$ cat config.mk
export PLATFORM = sky130hd
export DESIGN_NAME = vga_capture
export DESIGN_NICKNAME = d
export VERILOG_FILES = /design/src/rtl/vga_capture.sv
export SDC_FILE = /design/constraint.sdc
export NUM_CORES = 1
export LEC_CHECK = 0
export ABC_AREA = 1
export CAP_MARGIN = 20
export CORE_ASPECT_RATIO = 1.2
export CORE_MARGIN = 4
export CORE_UTILIZATION = 45
export CTS_BUF_LIST = sky130_fd_sc_hd__clkbuf_4
export CTS_CLUSTER_SIZE = 24
export DETAILED_ROUTE_END_ITERATION = 16
export PLACE_DENSITY = 0.64
export SYNTH_ARGS = -nofsm -noshare
export SYNTH_HDL_FRONTEND = slang
export SYNTH_SLANG_ARGS = --single-unit
$ cat constraint.sdc
create_clock -name clk25 -period 4.7 [get_ports clk25]
set_clock_uncertainty 0.15 [all_clocks]
set_input_delay 0.47 -clock clk25 [delete_from_list [all_inputs] [get_ports clk25]]
set_output_delay 0.47 -clock clk25 [all_outputs]
set_load 0.01 [all_outputs]
$ cat src/rtl/vga_capture.sv
// vga_capture: VGA receive front end.
// Recovers sync timing, locks, emits visible pixels.
module vga_capture #(
   parameter int H_VISIBLE       = 640,
   parameter int H_FRONT         = 16,
   parameter int H_SYNC          = 96,
   parameter int H_BACK          = 48,
   parameter int V_VISIBLE       = 480,
   parameter int V_FRONT         = 10,
   parameter int V_SYNC          = 2,
   parameter int V_BACK          = 33,
   parameter int SYNC_ACTIVE_LOW = 1,
   parameter int SYNC_STAGES     = 2,
   parameter int LOSS_MARGIN     = 8
) (
   input  logic        clk25,
   input  logic        rst,
   input  logic [15:0] hw_adc_pixel,
   input  logic        hw_hsync_in,
   input  logic        hw_vsync_in,
   output logic [15:0] pixel_out,
   output logic [9:0]  pixel_x,
   output logic [9:0]  pixel_y,
   output logic        pixel_valid,
   output logic        frame_start,
   output logic        locked,
   output logic [7:0]  sync_err_count
);

   localparam int H_TOTAL = H_VISIBLE + H_FRONT + H_SYNC + H_BACK;
   localparam int V_TOTAL = V_VISIBLE + V_FRONT + V_SYNC + V_BACK;
   localparam int H_START = H_SYNC + H_BACK;
   localparam int V_START = V_SYNC + V_BACK;

   localparam logic [9:0] H_LAST  = 10'(H_TOTAL - 1);
   localparam logic [9:0] V_LAST  = 10'(V_TOTAL - 1);
   localparam logic [9:0] H_LOSS  = 10'(H_TOTAL + LOSS_MARGIN);
   localparam logic [9:0] H_BEG   = 10'(H_START);
   localparam logic [9:0] H_END   = 10'(H_START + H_VISIBLE);
   localparam logic [9:0] V_BEG   = 10'(V_START);
   localparam logic [9:0] V_END   = 10'(V_START + V_VISIBLE);
   localparam logic [9:0] CNT_MAX = 10'h3FF;

   typedef enum logic [1:0] {
      SEARCH,
      ACQUIRE,
      LOCKED
   } state_t;

   state_t state, state_nx;

   logic                   hs_norm, vs_norm;
   logic [SYNC_STAGES-1:0] hs_sync, vs_sync;
   logic                   hs_prev, vs_prev;
   logic                   hs_edge, vs_edge;
   logic [15:0]            pix_dly [SYNC_STAGES+1];
   logic [9:0]             h_cnt, v_cnt;
   logic                   line_err, frame_ok;
   logic                   err_seen, err_seen_nx;
   logic                   err_inc;
   logic                   in_win, vis;

   assign hs_norm = (SYNC_ACTIVE_LOW != 0) ? ~hw_hsync_in : hw_hsync_in;
   assign vs_norm = (SYNC_ACTIVE_LOW != 0) ? ~hw_vsync_in : hw_vsync_in;

   // Synchronise normalised sync inputs and keep last value for edges
   always_ff @(posedge clk25 or posedge rst) begin
      if (rst) begin
         hs_sync <= '0;
         vs_sync <= '0;
         hs_prev <= 1'b0;
         vs_prev <= 1'b0;
      end else begin
         hs_sync <= {hs_sync[SYNC_STAGES-2:0], hs_norm};
         vs_sync <= {vs_sync[SYNC_STAGES-2:0], vs_norm};
         hs_prev <= hs_sync[SYNC_STAGES-1];
         vs_prev <= vs_sync[SYNC_STAGES-1];
      end
   end

   assign hs_edge = hs_sync[SYNC_STAGES-1] & ~hs_prev;
   assign vs_edge = vs_sync[SYNC_STAGES-1] & ~vs_prev;

   // Delay ADC samples so they line up with the recovered counters
   always_ff @(posedge clk25 or posedge rst) begin
      if (rst) begin
         for (int i = 0; i <= SYNC_STAGES; i++) pix_dly[i] <= '0;
      end else begin
         pix_dly[0] <= hw_adc_pixel;
         for (int i = 1; i <= SYNC_STAGES; i++) pix_dly[i] <= pix_dly[i-1];
      end
   end

   // Saturating horizontal and vertical position counters
   always_ff @(posedge clk25 or posedge rst) begin
      if (rst) begin
         h_cnt <= '0;
         v_cnt <= '0;
      end else begin
         if (hs_edge)
            h_cnt <= '0;
         else if (h_cnt != CNT_MAX)
            h_cnt <= h_cnt + 10'd1;
         if (vs_edge)
            v_cnt <= '0;
         else if (hs_edge && v_cnt != CNT_MAX)
            v_cnt <= v_cnt + 10'd1;
      end
   end

   assign line_err = (hs_edge && h_cnt != H_LAST) ||
                     (!hs_edge && h_cnt == H_LOSS);
   assign frame_ok = (v_cnt == V_LAST);

   // Lock state, per-frame error flag, error counter and lock output
   always_ff @(posedge clk25 or posedge rst) begin
      if (rst) begin
         state          <= SEARCH;
         err_seen       <= 1'b0;
         sync_err_count <= '0;
         locked         <= 1'b0;
      end else begin
         state    <= state_nx;
         err_seen <= err_seen_nx;
         locked   <= (state_nx == LOCKED);
         if (err_inc && sync_err_count != 8'hFF)
            sync_err_count <= sync_err_count + 8'd1;
      end
   end

   // Next-state: acquire watches one full frame, locked drops on any error
   always_comb begin
      state_nx    = state;
      err_seen_nx = err_seen;
      err_inc     = 1'b0;
      unique case (state)
         SEARCH: begin
            if (vs_edge) begin
               state_nx    = ACQUIRE;
               err_seen_nx = 1'b0;
            end
         end
         ACQUIRE: begin
            if (vs_edge) begin
               if (frame_ok && !err_seen && !line_err)
                  state_nx = LOCKED;
               err_seen_nx = 1'b0;
            end else if (line_err) begin
               err_seen_nx = 1'b1;
            end
         end
         LOCKED: begin
            if (line_err || (vs_edge && !frame_ok)) begin
               state_nx = SEARCH;
               err_inc  = 1'b1;
            end
         end
         default: state_nx = SEARCH;
      endcase
   end

   assign in_win = (h_cnt >= H_BEG) && (h_cnt < H_END) &&
                   (v_cnt >= V_BEG) && (v_cnt < V_END);
   assign vis    = (state_nx == LOCKED) && in_win;

   // Registered pixel output; data and position hold outside the window
   always_ff @(posedge clk25 or posedge rst) begin
      if (rst) begin
         pixel_valid <= 1'b0;
         frame_start <= 1'b0;
         pixel_out   <= '0;
         pixel_x     <= '0;
         pixel_y     <= '0;
      end else begin
         pixel_valid <= vis;
         frame_start <= vis && (h_cnt == H_BEG) && (v_cnt == V_BEG);
         if (vis) begin
            pixel_out <= pix_dly[SYNC_STAGES];
            pixel_x   <= h_cnt - H_BEG;
            pixel_y   <= v_cnt - V_BEG;
         end
      end
   end

endmodule

Word-level counts from Yosys, hierarchy flattened
Cells that the tools add are included.

operators by class
  eq/ne operators = 13
  reductions and logical operators = 24
  add/sub/neg operators = 5
  order comparisons = 4
  bitwise logic cells = 6
  multiplexer cells = 15

operators by type and width
  cell                                                                     count
  10-bit two-way mux                                                       4
  10-bit != test (second input constant)                                   3
  10-bit by 1-bit adder with 10-bit output (second input constant)         2
  10-bit == test (second input constant)                                   2
  10-bit less-than comparator (second input constant)                      2
  1-bit logical AND                                                        13
  10-bit by 6-bit == test with 1-bit output (second input constant)        1
  10-bit by 8-bit == test with 1-bit output (second input constant)        1
  10-bit by 6-bit >= comparator with 1-bit output (second input constant)  1
  10-bit by 8-bit >= comparator with 1-bit output (second input constant)  1
  10-bit by 6-bit subtractor with 10-bit output (second input constant)    1
  10-bit by 8-bit subtractor with 10-bit output (second input constant)    1
  8-bit by 1-bit adder with 8-bit output (second input constant)           1
  2-bit two-way mux                                                        4
  8-bit != test (second input constant)                                    1
  2-bit one-hot mux with 3 select lines                                    1
  2-bit nonzero test                                                       3
  1-bit two-way mux                                                        5
  2-bit == test (second input constant)                                    2
  1-bit logical NOT                                                        4
  1-bit inverter                                                           4
  3-bit != test (second input constant)                                    1
  3-bit AND reduction                                                      1
  1-bit bitwise AND                                                        2
  other kinds (5)                                                          6

storage, ports and cells
  flip-flop bits (word level) = 124
  input bits = 20
  logic and storage cells = 85
  output and inout port bits = 47

Longest topological paths before layout
  depth after elaboration = 14
  gate-level depth with buffers = 14
  gate-level depth less buffers = 12

Least setup slack after synthesis
Ideal clock, no wire load.

  path type = register to register
  from = register h_cnt[4]
  to = register pixel_out[0]
  clock period less this slack = 1,980 ps
  setup slack = 2,720 ps
  required time = 4,433 ps
  setup time = 117 ps
  stages on the path, launching flop included = 13
  arrival time = 1,714 ps
  cells stage by stage = dfrtp_1 -> inv_1 -> ha_1 -> a21oi_2 -> nor2_1 -> nand2_1 -> nand3_2 -> nor2_8 -> nand2_1 -> buf_6 -> buf_6 -> nand2_1 -> nand2_1

between the ends
  word-level cells in the longest chain between the ends = 10
  elaborated cells on any way between the ends = 19
  classes of those cells = order compare (2); eq/ne (3); mux (4); reduce/logical (10)

RTL lines
  what                                                     line      source
  from (decl)                                              57        logic [9:0] h_cnt, v_cnt;
  from (signal assigned)                                   103       h_cnt <= h_cnt + 10'd1;
  10-bit != test / 10-bit == test (equally long branches)  111, 112
  1-bit logical AND, on equally long branches              111, 112
  1-bit logical OR                                         111       assign line_err = (hs_edge && h_cnt != H_LAST) ||
  1-bit logical NOT                                        145       if (frame_ok && !err_seen && !line_err)
  1-bit logical AND                                        145
  2-bit two-way mux                                        145
  2-bit two-way mux                                        144       if (vs_edge) begin
  2-bit one-hot mux with 3 select lines                    136       unique case (state)
  2-bit == test                                            164       assign vis = (state_nx == LOCKED) && in_win;
  1-bit logical AND *                                      164
  to (signal assigned)                                     178       pixel_out <= pix_dly[SYNC_STAGES];
  to (decl)                                                21        output logic [15:0] pixel_out,

Every way passes the cells marked *; elsewhere a longest branch is shown, timed or not.
A chain may end at the register's enable or synchronous reset.

Final worst setup path
  from = register h_cnt[4]
  to = register pixel_out[6]

Same word-level chain as after synthesis.

==> impl_metrics.env <==
export IMPL_status="finished, final reports clean"
export IMPL_drive_gt1_share_pct=8.83
export IMPL_power_density_mw_per_mm2=343
export IMPL_syn_inst=535
export IMPL_cts_tree="yes"
export IMPL_combinationalPowerShare_pct=5.8
export IMPL_ant_nets=0
export IMPL_path_max_fanout=37
export IMPL_period_minus_slack_ns=2.88
export IMPL_yosys_top_cells_area="dfrtp_1, nand2_1, nand3_1"
export IMPL_synth_edff_count=0
export IMPL_post_cts_setup_buffers=0
export IMPL_grt_pass1_vias=3690
export IMPL_vias=3713
export IMPL_drtIter0Drc=219
export IMPL_syn_area_mm2=0.00509
export IMPL_p_int_uw=1590
export IMPL_yosysSeqAreaShare_pct=61.0
export IMPL_grt_usage_pct=17.5
export IMPL_finalSetupViolations=0
export IMPL_via_per_inst=4.91
export IMPL_clk_path_buf_depth=2
export IMPL_peakVddDrop_v=0.000181
export IMPL_cts_sinks=124
export IMPL_crit_top_cell="nand2_1"
export IMPL_synth_top_area_share_pct=61.0
export IMPL_start_kind="flip-flop"
export IMPL_path_delay_family="simple AND/OR/NAND/NOR gates"
export IMPL_finalCritPeriodShare_pct=61.2
export IMPL_cp_slowest_cell="dfrtp_1"
export IMPL_tns_ns=0
export IMPL_slowest_delay_ns=0.48
export IMPL_slew_violations=0
export IMPL_drv_cap=0
export IMPL_ys_seq_elements=124
export IMPL_hold_viol=0
export IMPL_clk_pin_slew_worst_paths_ns=0.12
export IMPL_critPathBufInv=2
export IMPL_cts_htree_levels=4
export IMPL_pwr_share_seq_pct=53.7
export IMPL_avgSynthCellArea_um2=9.51
export IMPL_finalWirelength_um=10600
export IMPL_async_flop_share_pct=100
export IMPL_die_y_um=124
export IMPL_die_w_um=105
export IMPL_slew_headroom_pct=44.5
export IMPL_fmax_ghz=0.348
export IMPL_ioPinCount=67
export IMPL_rows=42
export IMPL_ctsHoldBuffers=0
export IMPL_dieArea_mm2=0.0131
export IMPL_rsz0062_at_grt="false"
export IMPL_gp_congestion=0.913
export IMPL_p_sw_uw=536
export IMPL_final_util_pct=56.2
export IMPL_wl_per_cell_um=14.0
export IMPL_antenna_found_initial=1
export IMPL_synth_nets=564
export IMPL_port_buffer_count=66
export IMPL_synth_cell_type_count=29
export IMPL_clkPwrFrac_pct=40.6
export IMPL_coreArea_mm2=0.0110
export IMPL_grt_remaining_overflow=0
export IMPL_yosysMostFrequentCell="nand2_1"
export IMPL_grt_max_degree=71
export IMPL_crit_chain="inv_1, ha_1, a21oi_2, nor2_1, nand2_1, nand3_2, nor2_8, nand2_1, buf_16, nand2_1, nand2_1"
export IMPL_hp_class="reg -> reg"
export IMPL_initial_core_util_pct=46.1
export IMPL_syn_to_final_growth_pct=22.0
export IMPL_post_dp_hpwl_um=7410
export IMPL_path_class="reg -> reg"
export IMPL_clockRootBuffer="clkbuf_4"
export IMPL_cp_end_kind="flip-flop"
export IMPL_worstPathRequired_ns=4.95
export IMPL_ys_flop_type="dfrtp_1"
export IMPL_yosysTopAreaCell="dfrtp_1"
export IMPL_insertion_delay_ns=0.52
export IMPL_cts_resized_gates=0
export IMPL_grt_pass1_wl_um=18000
export IMPL_worstPathArrival_ns=3.13
export IMPL_synth_common_cells="nand2_1, dfrtp_1, nand3_1"
export IMPL_fin_nets=639
export IMPL_drt_pass1_iterations=5
export IMPL_cts_buffers=17
export IMPL_drc_errors=0
export IMPL_yosys_warnings=0
export IMPL_worst_pin_slew_ns=0.832
export IMPL_leakagePower_uw=0.00308
export IMPL_netSwitchingFraction_pct=25.2
[power by group through the flow]
stage | logic (uW) | clock network, uW | registers (uW)
3_3_place_gp | 120 | 0 | 1160
2_1_floorplan | 90.3 | 0 | 1150
3_5_place_dp | 125 | 0 | 1160
4_1_cts | 125 | 886 | 1140
6_report | 122 | 863 | 1140
5_1_grt | 142 | 942 | 1150
[registers in the layout, summed over array words and instances, names as in the netlist, 2 cells and up]
name and flops:
pixel_out 16, pixel_y 10, hs_sync 2, pixel_x 10, v_cnt 10, pix_dly 48
sync_err_count 8, state 2, h_cnt 10, vs_sync 2
[per-stage QoR]
| stage | setup WS, ns | std cells | total power [uW] | instance area, um2 | hold slack (ns) |
|---|---|---|---|---|---|
| detailed placement | 1.84 | 723 | 1290 | 5870 | 0.185 |
| finish | 1.82 | 756 | 2130 | 6210 | 0.194 |
| floorplan | 0.781 | 535 | 1240 | 5090 | 0.181 |
| CTS | 1.79 | 755 | 2150 | 6200 | 0.178 |
| global route | 1.53 | 756 | 2230 | 6210 | 0.150 |
| global placement | 1.58 | 722 | 1280 | 5840 | 0.182 |
[kinds of logic (layout without fill, tap and decap cells)]
| group | Yosys count | count (layout) | synth area share (%) |
|---|---|---|---|
| buf+inv | 66 | 154 | 5.76 |
| fa+ha+maj | 9 | 9 | 2.21 |
| simple gates | 282 | 282 | 24.1 |
| xor+xnor | 18 | 18 | 3.10 |
| other cells | 0 | 1 | 0 |
| compound gates | 36 | 36 | 3.81 |
| flops | 124 | 124 | 61.0 |
[worst paths after layout]
kind	start	slack (ns)	end	cells past startpoint
setup / recovery	h_cnt[4]	1.82	pixel_out[6]	11
hold / removal	pix_dly[37]	0.19	pix_dly[21]	0
setup reg to reg	h_cnt[4]	1.82	pixel_out[6]	11
hold reg to reg	pix_dly[37]	0.19	pix_dly[21]	0
max in group asynchronous	rst	3.15	v_cnt[9]	3
min in group asynchronous	rst	0.31	pix_dly[42]	2
[worst register-to-register path, cell delays in order (launching register included)]
cell,delay (ns)
dfrtp_1,0.48
inv_1,0.13
ha_1,0.27
a21oi_2,0.18
nor2_1,0.05
nand2_1,0.07
nand3_2,0.11
nor2_8,0.42
nand2_1,0.46
buf_16,0.31
nand2_1,0.07
nand2_1,0.05
[cell usage in the layout (no fill, tap or decap), drive strengths merged]
cell,instances
o21ai,28
nand4,9
bufinv,4
nor2,39
a22o,1
buf,4
xnor2,4
clkbuf,18
nor4,1
nor3,8
ha,9
clkdlybuf4s50,66
diode,1
clkinv,3
nand3,65
dfrtp,124
xor2,14
inv,58
clkinvlp,1
nand2,160
a31oi,2
a21oi,5
[area by class of cell]
cell class	instances	area, um2
multi-input combinational	345	1690
tap	132	165
clock buffer	18	135
clock inverter	14	203
fill	1011	4830
timing repair buffer	70	711
sequential	124	3100
inverter	52	198
antenna	1	2.50
[routing by layer]
| metal | vias to the layer above | share of wire, % | routed length (um) | global-route usage [%] |
|---|---|---|---|---|
| met5 | - | 0 | 0 | 0 |
| met1 | 1754 | 44 | 4600 | 21.8 |
| li1 | 1856 | - | - | - |
| met3 | 8 | 5.5 | 581 | 5.24 |
| met2 | 95 | 50 | 5240 | 28.6 |
| met4 | 0 | 1.3 | 136 | 6.87 |
Power figures use the tool's default switching activity.
